### src/rtl/cache_types.sv
// Shared types for the cache line port and the narrower burst memory bus.
// Module parameters of the same names take precedence over these defaults.
package cache_types;

    localparam int unsigned ADDR_W   = 32;
    localparam int unsigned LINE_W   = 256;
    localparam int unsigned BUS_W    = 64;
    localparam int unsigned BEATS    = LINE_W / BUS_W;
    localparam int unsigned OFFSET_W = $clog2(LINE_W / 8);

    // Cache-side, line-level view
    typedef struct packed {
        logic [ADDR_W-1:0] addr;
        logic              read;
        logic              write;
        logic [LINE_W-1:0] wdata;
    } line_request_t;

    typedef struct packed {
        logic [LINE_W-1:0] rdata;
        logic              resp;
    } line_response_t;

    // Memory-side, beat-level view
    typedef struct packed {
        logic [ADDR_W-1:0] addr;
        logic              read;
        logic              write;
        logic [BUS_W-1:0]  w_data;
    } burst_request_t;

    typedef struct packed {
        logic [BUS_W-1:0] r_data;
        logic             rvalid;
        logic             ready;
    } burst_response_t;

    typedef enum logic [2:0] {
        IDLE,
        RD_REQ,
        RD_DATA,
        WR_DATA,
        DONE
    } burst_state_t;

endpackage

### src/rtl/cacheline_burst_adapter.sv
// Converts single-handshake cache line reads/writes into LINE_W/BUS_W-beat
// bursts, assembling read beats and serialising write beats in ascending order.
module cacheline_burst_adapter
    import cache_types::*;
#(
    parameter int unsigned ADDR_W = 32,
    parameter int unsigned LINE_W = 256,
    parameter int unsigned BUS_W  = 64
) (
    input  logic              clk,
    input  logic              rst_n,
    input  logic [ADDR_W-1:0] c_addr,
    input  logic              c_read,
    input  logic              c_write,
    input  logic [LINE_W-1:0] c_wdata,
    output logic [LINE_W-1:0] c_rdata,
    output logic              c_resp,
    output logic [ADDR_W-1:0] b_addr,
    output logic              b_read,
    output logic              b_write,
    output logic [BUS_W-1:0]  b_wdata,
    input  logic              b_ready,
    input  logic [BUS_W-1:0]  b_rdata,
    input  logic              b_rvalid
);

    localparam int unsigned NBEATS = LINE_W / BUS_W;
    localparam int unsigned CNT_W  = $clog2(NBEATS);
    localparam int unsigned OFF_W  = $clog2(LINE_W / 8);

    localparam logic [CNT_W-1:0]  LAST_BEAT = CNT_W'(NBEATS - 1);
    localparam logic [ADDR_W-1:0] OFF_MASK  = ADDR_W'((64'd1 << OFF_W) - 64'd1);

    burst_state_t                   state;
    logic [CNT_W-1:0]               cnt;
    logic [NBEATS-1:0][BUS_W-1:0]   wbuf;
    logic [NBEATS-1:0][BUS_W-1:0]   rline;

    assign c_rdata = rline;

    // b_wdata is preloaded one beat ahead so the bus sees a registered value
    always_ff @(posedge clk or negedge rst_n) begin
        if (!rst_n) begin
            state   <= IDLE;
            cnt     <= '0;
            wbuf    <= '0;
            rline   <= '0;
            b_addr  <= '0;
            b_read  <= 1'b0;
            b_write <= 1'b0;
            b_wdata <= '0;
            c_resp  <= 1'b0;
        end else begin
            c_resp <= 1'b0;
            case (state)
                IDLE: begin
                    if (c_read) begin
                        b_addr <= c_addr & ~OFF_MASK;
                        b_read <= 1'b1;
                        state  <= RD_REQ;
                    end else if (c_write) begin
                        b_addr  <= c_addr & ~OFF_MASK;
                        wbuf    <= c_wdata;
                        b_wdata <= c_wdata[BUS_W-1:0];
                        b_write <= 1'b1;
                        cnt     <= '0;
                        state   <= WR_DATA;
                    end
                end
                RD_REQ: begin
                    if (b_ready) begin
                        b_read <= 1'b0;
                        cnt    <= '0;
                        state  <= RD_DATA;
                    end
                end
                RD_DATA: begin
                    if (b_rvalid) begin
                        rline[cnt] <= b_rdata;
                        cnt        <= cnt + 1'b1;
                        if (cnt == LAST_BEAT) begin
                            c_resp <= 1'b1;
                            state  <= DONE;
                        end
                    end
                end
                WR_DATA: begin
                    if (b_ready) begin
                        cnt <= cnt + 1'b1;
                        if (cnt == LAST_BEAT) begin
                            b_write <= 1'b0;
                            b_wdata <= '0;
                            c_resp  <= 1'b1;
                            state   <= DONE;
                        end else begin
                            b_wdata <= wbuf[cnt + 1'b1];
                        end
                    end
                end
                DONE: begin
                    state <= IDLE;
                end
                default: begin
                    state <= IDLE;
                end
            endcase
        end
    end

endmodule

### config.mk
export PLATFORM = sky130hd
export DESIGN_NAME = cacheline_burst_adapter
export DESIGN_NICKNAME = d
export VERILOG_FILES = /design/src/rtl/cache_types.sv /design/src/rtl/cacheline_burst_adapter.sv
export SDC_FILE = /design/constraint.sdc
export NUM_CORES = 1
export LEC_CHECK = 0
export CORE_MARGIN = 2
export CORE_UTILIZATION = 30
export DETAILED_ROUTE_END_ITERATION = 8
export PLACE_DENSITY = 0.56
export SYNTH_ARGS = -nofsm -noshare
export SYNTH_HDL_FRONTEND = slang
export SYNTH_SLANG_ARGS = --single-unit
### constraint.sdc
create_clock -name clk -period 4.7 [get_ports clk]
set_input_delay 0.705 -clock clk [delete_from_list [all_inputs] [get_ports clk]]
set_output_delay 0.705 -clock clk [all_outputs]
set_load 0.1 [all_outputs]
Word-level counts from Yosys, hierarchy flattened
Cells that the tools add are included.
{"block": "totals", "output_inout_bits": 355, "register_bits": 616, "input_bits": 358, "wordCells": 83}
{"block": "classes", "order_cmp": 3, "n_mux": 37, "eq_ne": 12, "reduce_logical": 14, "n_bitwise": 1, "add_sub_neg": 1}
{"cell": "$mux W64", "count": 6}
{"cell": "$bwmux W256", "count": 1}
{"cell": "$bmux W64 S2", "count": 1}
{"cell": "$demux W64 S2", "count": 1}
{"cell": "$pmux W64 S2", "count": 1}
{"cell": "$mux W32", "count": 2}
{"cell": "$mux W3", "count": 6}
{"cell": "$ne A2 B2 Y1 const B", "count": 7}
{"cell": "$pmux W3 S4", "count": 1}
{"cell": "$mux W2", "count": 5}
{"cell": "$mux W1", "count": 9}
{"cell": "$pmux W2 S4", "count": 1}
{"cell": "$reduce_and A4 Y1", "count": 2}
{"cell": "$eq A3 B2 Y1 const B", "count": 2}
{"cell": "$lt A2 B3 Y1 const B", "count": 2}
{"cell": "$pmux W1 S2", "count": 3}
{"cell": "$reduce_and A3 Y1", "count": 2}
{"cell": "$reduce_and A6 Y1", "count": 1}
{"cell": "$reduce_bool A2 Y1", "count": 3}
{"cell": "$reduce_and A5 Y1", "count": 1}
{"cell": "$reduce_and A2 Y1", "count": 2}
{"cell": "$reduce_bool A4 Y1", "count": 1}
{"cell": "$eq A3 B1 Y1 const B", "count": 1}
{"cell": "$logic_not A3 Y1", "count": 1}
{"cell": "other kinds (6)", "count": 6}

Longest topological paths before layout
Gate-level depths: netlist of the first run.
{"block": "logic_depth", "ltp_word": 6, "mapped_depth": 10, "ltp_nobuf": 5}

Least setup slack after synthesis of the first run
Ideal clock, no wire load.
{"block": "synth_path", "kind": "register to register", "startpoint": "register cnt[0]", "endpoint": "register b_wdata[34]", "setup_time_ps": 123, "t_required_ps": 4577, "period_less_slack_ps": 2542, "arrival_time_ps": 2419, "n_path_buf": 5, "path_stages_with_launch": 11, "path_slack_ps": 2158, "cell_sequence": "dfrtp_1 > clkbuf_1 > buf_2 > buf_2 > inv_1 > ha_1 > nand2b_1 > clkbuf_1 > clkbuf_1 > o22ai_1 > o221a_2"}
{"block": "synth_between", "elab_chain_len": 6, "word_cells_on_any_way": 7, "classes_between": "add/sub: 1; eq/ne: 1; mux: 5"}
{"element": "start: declaration", "line": "cacheline_burst_adapter.sv:35", "rtl": "logic [CNT_W-1:0] cnt;"}
{"element": "start signal: assignment", "line": "cacheline_burst_adapter.sv:80", "rtl": "cnt <= cnt + 1'b1;"}
{"element": "start signal: assignment", "line": "cacheline_burst_adapter.sv:89", "rtl": "cnt <= cnt + 1'b1;"}
{"element": "$add A2 B1 Y2", "line": "cacheline_burst_adapter.sv:96", "rtl": "b_wdata <= wbuf[cnt + 1'b1];"}
{"element": "$bmux W64 S2", "line": "cacheline_burst_adapter.sv:96"}
{"element": "$mux W64 (not written as such)", "line": "cacheline_burst_adapter.sv:96"}
{"element": "$mux W64 *", "line": "cacheline_burst_adapter.sv:90", "rtl": "if (cnt == LAST_BEAT) begin"}
{"element": "$mux W64 *", "line": "cacheline_burst_adapter.sv:88", "rtl": "if (b_ready) begin"}
{"element": "$pmux W64 S2 *", "line": "cacheline_burst_adapter.sv:55", "rtl": "case (state)"}
{"element": "end signal: assignment", "line": "cacheline_burst_adapter.sv:64", "rtl": "b_wdata <= c_wdata[BUS_W-1:0];"}
{"element": "end signal: assignment", "line": "cacheline_burst_adapter.sv:96"}
{"element": "end: declaration", "line": "cacheline_burst_adapter.sv:21", "rtl": "output logic [BUS_W-1:0] b_wdata,"}
Mark *: on every way between the ends. The rest lies on a longest branch, timed or not. The select of a mux whose other input is x is not followed.
A chain may end at the register's enable or synchronous reset.

Worst setup path in the final report of the first run
{"block": "layout_path", "startpoint": "register cnt[0]", "endpoint": "register b_wdata[40]"}
Same word-level chain as after synthesis.

==> results of run 1 <==
[how the worst max path moves through the flow]
stage	cells after the start	from	end
after floorplan	10	cnt[0]	b_wdata[34]
after global placement	5	c_read	wbuf[97]
after detailed placement	5	c_read	wbuf[13]
after CTS	4	state[0]	wbuf[13]
after global routing	4	state[0]	wbuf[13]
final	5	cnt[0]	b_wdata[40]
[registers in the layout, indices dropped and copies added, names as in the netlist]
name / count
b_write: 1
b_wdata: 64
b_addr: 27
cnt: 2
c_resp: 1
b_read: 1
state: 3
wbuf: 256
c_rdata: 256
[metrics by stage]
step | std cells | cell area, µm² | worst slack [ps]
after floorplan | 1640 | 25500 | 2160
after global placement | 3387 | 33300 | 1490
after detailed placement | 3387 | 33300 | 1460
after CTS | 3515 | 35900 | 1560
after global routing | 3524 | 35900 | 1470
final | 3527 | 35900 | 1630
[layout by cell type (no fill, tap or decap), types with 2 or more instances in the layout]
cell type | synthesis | final
or3_1 | 65 | 64
diode_2 | 0 | 12
o21ai_0 | 3 | 3
clkbuf_1 | 33 | 10
clkinv_4 | 0 | 2
bufinv_16 | 0 | 10
o221a_2 | 63 | 63
nand2_1 | 3 | 3
clkinv_2 | 0 | 7
nor3_1 | 2 | 2
clkinv_8 | 0 | 3
clkbuf_8 | 0 | 13
mux2i_1 | 130 | 130
buf_4 | 7 | 24
o22ai_1 | 64 | 64
ha_1 | 4 | 4
dfrtp_1 | 611 | 610
mux2_2 | 507 | 507
o211a_1 | 2 | 2
inv_1 | 7 | 7
clkinvlp_4 | 0 | 5
conb_1 | 1 | 5
clkbuf_16 | 0 | 76
a21oi_1 | 2 | 2
mux2_1 | 33 | 33
buf_12 | 11 | 7
nand2_4 | 0 | 4
nand2b_4 | 0 | 2
clkdlybuf4s50_1 | 0 | 700
[layout make-up]
| class | instances | area, µm² | share of cell area |
|---|---|---|---|
| flip-flops and latches | 611 | 15300 | 0.426 |
| multi-input cells | 903 | 9250 | 0.257 |
| repair buffers | 732 | 7340 | 0.204 |
| clock buffers | 99 | 2120 | 0.0589 |
| well taps | 1134 | 1420 | 0.0395 |
| clock inverters | 29 | 468 | 0.0130 |
| diodes | 12 | 30.0 | 0.000835 |
| inverters | 7 | 26.3 | 0.000731 |
[cells by family (layout without fill, tap and decap cells)]
family,count (synthesis),after routing,share of synthesized area
muxes,670,670,0.289
and+or+nand+nor,83,83,0.0210
AOI/OAI and AO/OA,141,141,0.0477
buffers and inverters,126,867,0.0411
other,1,17,0.000147
DFF,611,611,0.599
adders and majority gates,4,4,0.00196
[metal layers]
layer,vias to the layer above,wire (µm),share of wire
li1,7437,-,-
met1,8563,30600,0.39
met2,587,38500,0.49
met3,148,8090,0.10
met4,38,1780,0.022
met5,-,231,0.0029
[worst max-delay path, stage by stage, from the launching register on]
cell and delay [ps]:
dfrtp_4 760, buf_4 490, buf_4 720, mux2i_1 480, o22ai_1 140, o221a_2 280
==> reports/metrics.yaml, run 1 <==
outcome: "finished clean"
cp-end-kind: "register"
firstDrtPassIters: 4
grt_antenna_before_repair: 32
synth-edff-count: 0
routabilityCongestion: 0.810
via_count: 16800
r2r_start: "cnt[0]"
finalSetupViolCount: 0
grt_busiest_layer: "met2"
synth-seq-cells: 611
slew_viol_final: 0
clockRootBuffer: "clkbuf_16"
core_area_mm2: 0.0840
die_x_um: 296
yosysWarnings: 0
async_flop_share: 1.00
clock_insertion_delay_worst_skew_ps: 600
avgSynthCellArea_um2: 15.6
hpwl_mm: 54.8
die_h_um: 296
initial_core_util: 0.304
drive_above_1_share: 0.309
cts_setup_buffers: 0
synthCells: 1636
finalCriticalPeriod_ps: 3070
grt_usage: 0.176
area_growth_pct: 40.8
critPathMaxFanout: 43
worst_setup_path_start_kind: "register"
ant_nets: 0
wl_per_cell_um: 22.5
syn-cell-area_mm2: 0.0255
skew_ps: 28.0
final_core_util: 0.428
grt_max_degree: 107
critPathArrivalTime_ps: 3560
cts_tree: "yes"
cts_buffers: 73
regToRegEndpoint: "b_wdata[40]"
vias_per_cell: 4.76
cts_sinks: 611
clk_path_buf_depth: 3
drc: 0
timing.fmax_mhz: 325
hold_viol_final: 0
grt_pass1_vias: 18100
cts.repair.resized: 0
maxCapViolations: 0
fin_nets: 2690
cts_hold_buf: 0
first_iter_violations: 651
grtUsageMet1: 0.205
yosysTopAreaCellShare: 0.599
grt_use_met3: 0.0691
synth.distinct_cells: 37
io_pins: 713
ys_seq_area_frac: 0.599
rows: 106
finalCritPeriodShare: 0.654
tns_ps: 0
grt_pass1_wl_mm: 116
wirelength_mm: 79.2
io_buffers: 702
r2r_slack_ps: 1630
grt-ovfl-total: 0
htreeDepth: 3
die_area_mm2: 0.0875
hold_class: "in2async"
synth_most_common_cell: "dfrtp_1"
r2r_cells: 5
tightest_slew_ps: 1140
final.fill_count: 7636
ys_top_cells_by_area: "dfrtp_1 60%, mux2_2 22%, mux2i_1 5.1%"
use_met2: 0.297
path_class: "reg2reg"
whs_ps: 129
ys.flop_type: "dfrtp_1"
netlist.top_cell.by_area: "dfrtp_1"
synth_commonest_cells: "611 x dfrtp_1, 507 x mux2_2, 130 x mux2i_1"
rsz0062_at_grt: "false"
maxSlewHeadroom: 0.238
cp.required_ps: 5180
clkSlewWorstSetupHoldPaths_ps: 60
Power of run 1 is left out: the tool's default activity adds up to more than one toggle a clock period on the data nets, which glitch-free logic cannot reach.
==> run 2: changes to the inputs <==
==> constraint.sdc (replaced) <==
create_clock -name clk -period 2.9 [get_ports clk]
set_input_delay 0.435 -clock clk [delete_from_list [all_inputs] [get_ports clk]]
set_output_delay 0.435 -clock clk [all_outputs]
set_load 0.1 [all_outputs]
==> reports/metrics.yaml, run 2 (synthesis results as in run 1) <==
cts.repair.resized: 0
rows: 106
slew_viol_final: 0
cts_tree: "yes"
fin_nets: 2723
clock_insertion_delay_worst_skew_ps: 610
vias_per_cell: 4.76
die_area_mm2: 0.0875
cpMostUsedCell: "buf_4"
cts_sinks: 611
grt_pass1_vias: 18400
die_h_um: 296
r2r_cells: 5
grt_busiest_layer: "met2"
ant_nets: 0
initial_core_util: 0.304
routabilityCongestion: 0.799
io_buffers: 702
skew_ps: 34.5
finalSetupViolCount: 0
first_iter_violations: 530
tightest_slew_ps: 717
layout_common_cells: "610 x dfrtp_1, 507 x mux2_2, 384 x buf_4"
cp.required_ps: 3420
grtUsageMet1: 0.203
via_count: 16900
timing.fmax_mhz: 414
maxSlewHeadroom: 0.522
rsz0062_at_grt: "false"
wl_per_cell_um: 22.6
die_x_um: 296
critPathMaxFanout: 27
clk_path_buf_depth: 3
hold_viol_final: 0
finalCriticalPeriod_ps: 2420
htreeDepth: 3
worst_setup_path_start_kind: "register"
firstDrtPassIters: 5
grt_max_degree: 84
final.fill_count: 7815
tns_ps: 0
cp_cell_sequence: "or3_2 > buf_4 > o21ai_4 > buf_4 > o221a_2"
grt_antenna_before_repair: 35
drive_above_1_share: 0.461
grt_pass1_wl_mm: 118
outcome: "finished clean"
wirelength_mm: 80.5
path_class: "reg2reg"
core_area_mm2: 0.0840
grt_use_met3: 0.0734
r2r_slack_ps: 480
regToRegEndpoint: "b_wdata[27]"
clkSlewWorstSetupHoldPaths_ps: 60
drc: 0
hold_class: "in2async"
maxCapViolations: 0
finalCritPeriodShare: 0.834
final_common_cell: "dfrtp_1"
grt_usage: 0.179
area_growth_pct: 39.1
clockRootBuffer: "clkbuf_16"
grt-ovfl-total: 0
critPathMaxStageDelay_ps: 650
critPathArrivalTime_ps: 2940
cp-end-kind: "register"
cpMaxStageDelayCell: "or3_2"
r2r_start: "state[0]"
cts_buffers: 74
io_pins: 713
hpwl_mm: 56.9
use_met2: 0.300
-- run 2: layout make-up --
type	count	area, µm²	area share
sequential	611	15300	0.431
multi-input combinational	903	9250	0.260
timing repair buffer	764	6960	0.196
clock buffer	112	2270	0.0639
tap	1134	1420	0.0400
clock inverter	20	277	0.00779
inverter	7	26.3	0.000740
antenna	8	20.0	0.000564
-- run 2: what timing repair did --
item                                   in CTS  in global routing
hold buffers                                1                  0
setup buffers                               0                  0
endpoints found under the hold margin      50                  0
-- run 2: per-layer routing --
layer,wire length (µm),vias up
met2,38800,588
met3,7940,181
met4,2650,50
met1,30800,8624
met5,318,-
li1,-,7499
-- run 2: how the worst max path moves through the flow --
stage | slack (ps) | depth (start not counted) | from | end
2_1_floorplan | 360 | 10 | cnt[0] | b_wdata[34]
3_3_place_gp | 530 | 5 | b_ready | b_wdata[33]
3_5_place_dp | 470 | 5 | state[0] | b_wdata[29]
4_1_cts | 470 | 5 | state[0] | b_wdata[27]
5_1_grt | 410 | 5 | state[1] | b_wdata[23]
6_report | 480 | 5 | state[0] | b_wdata[27]
-- run 2: critical path, delay by kind of cell, from the launching register on --
family                 cells  cell delay (ps)
buffers and inverters      2              740
and+or+nand+nor            1              650
DFF                        1              470
AOI/OAI and AO/OA          2              460
-- run 2: per-stage QoR --
| step | cells | hold slack [ps] | utilization | instance area (µm²) | setup slack [ps] |
|---|---|---|---|---|---|
| floorplan | 1640 | 139 | - | 25500 | 358 |
| global route | 3555 | 392 | 0.423 | 35500 | 414 |
| finish | 3559 | 412 | 0.423 | 35500 | 482 |
| global placement | 3418 | 466 | 0.392 | 32900 | 532 |
| detailed placement | 3418 | 474 | 0.392 | 32900 | 472 |
| CTS | 3551 | 372 | 0.423 | 35500 | 471 |
Power of run 2 is left out for the same reason.
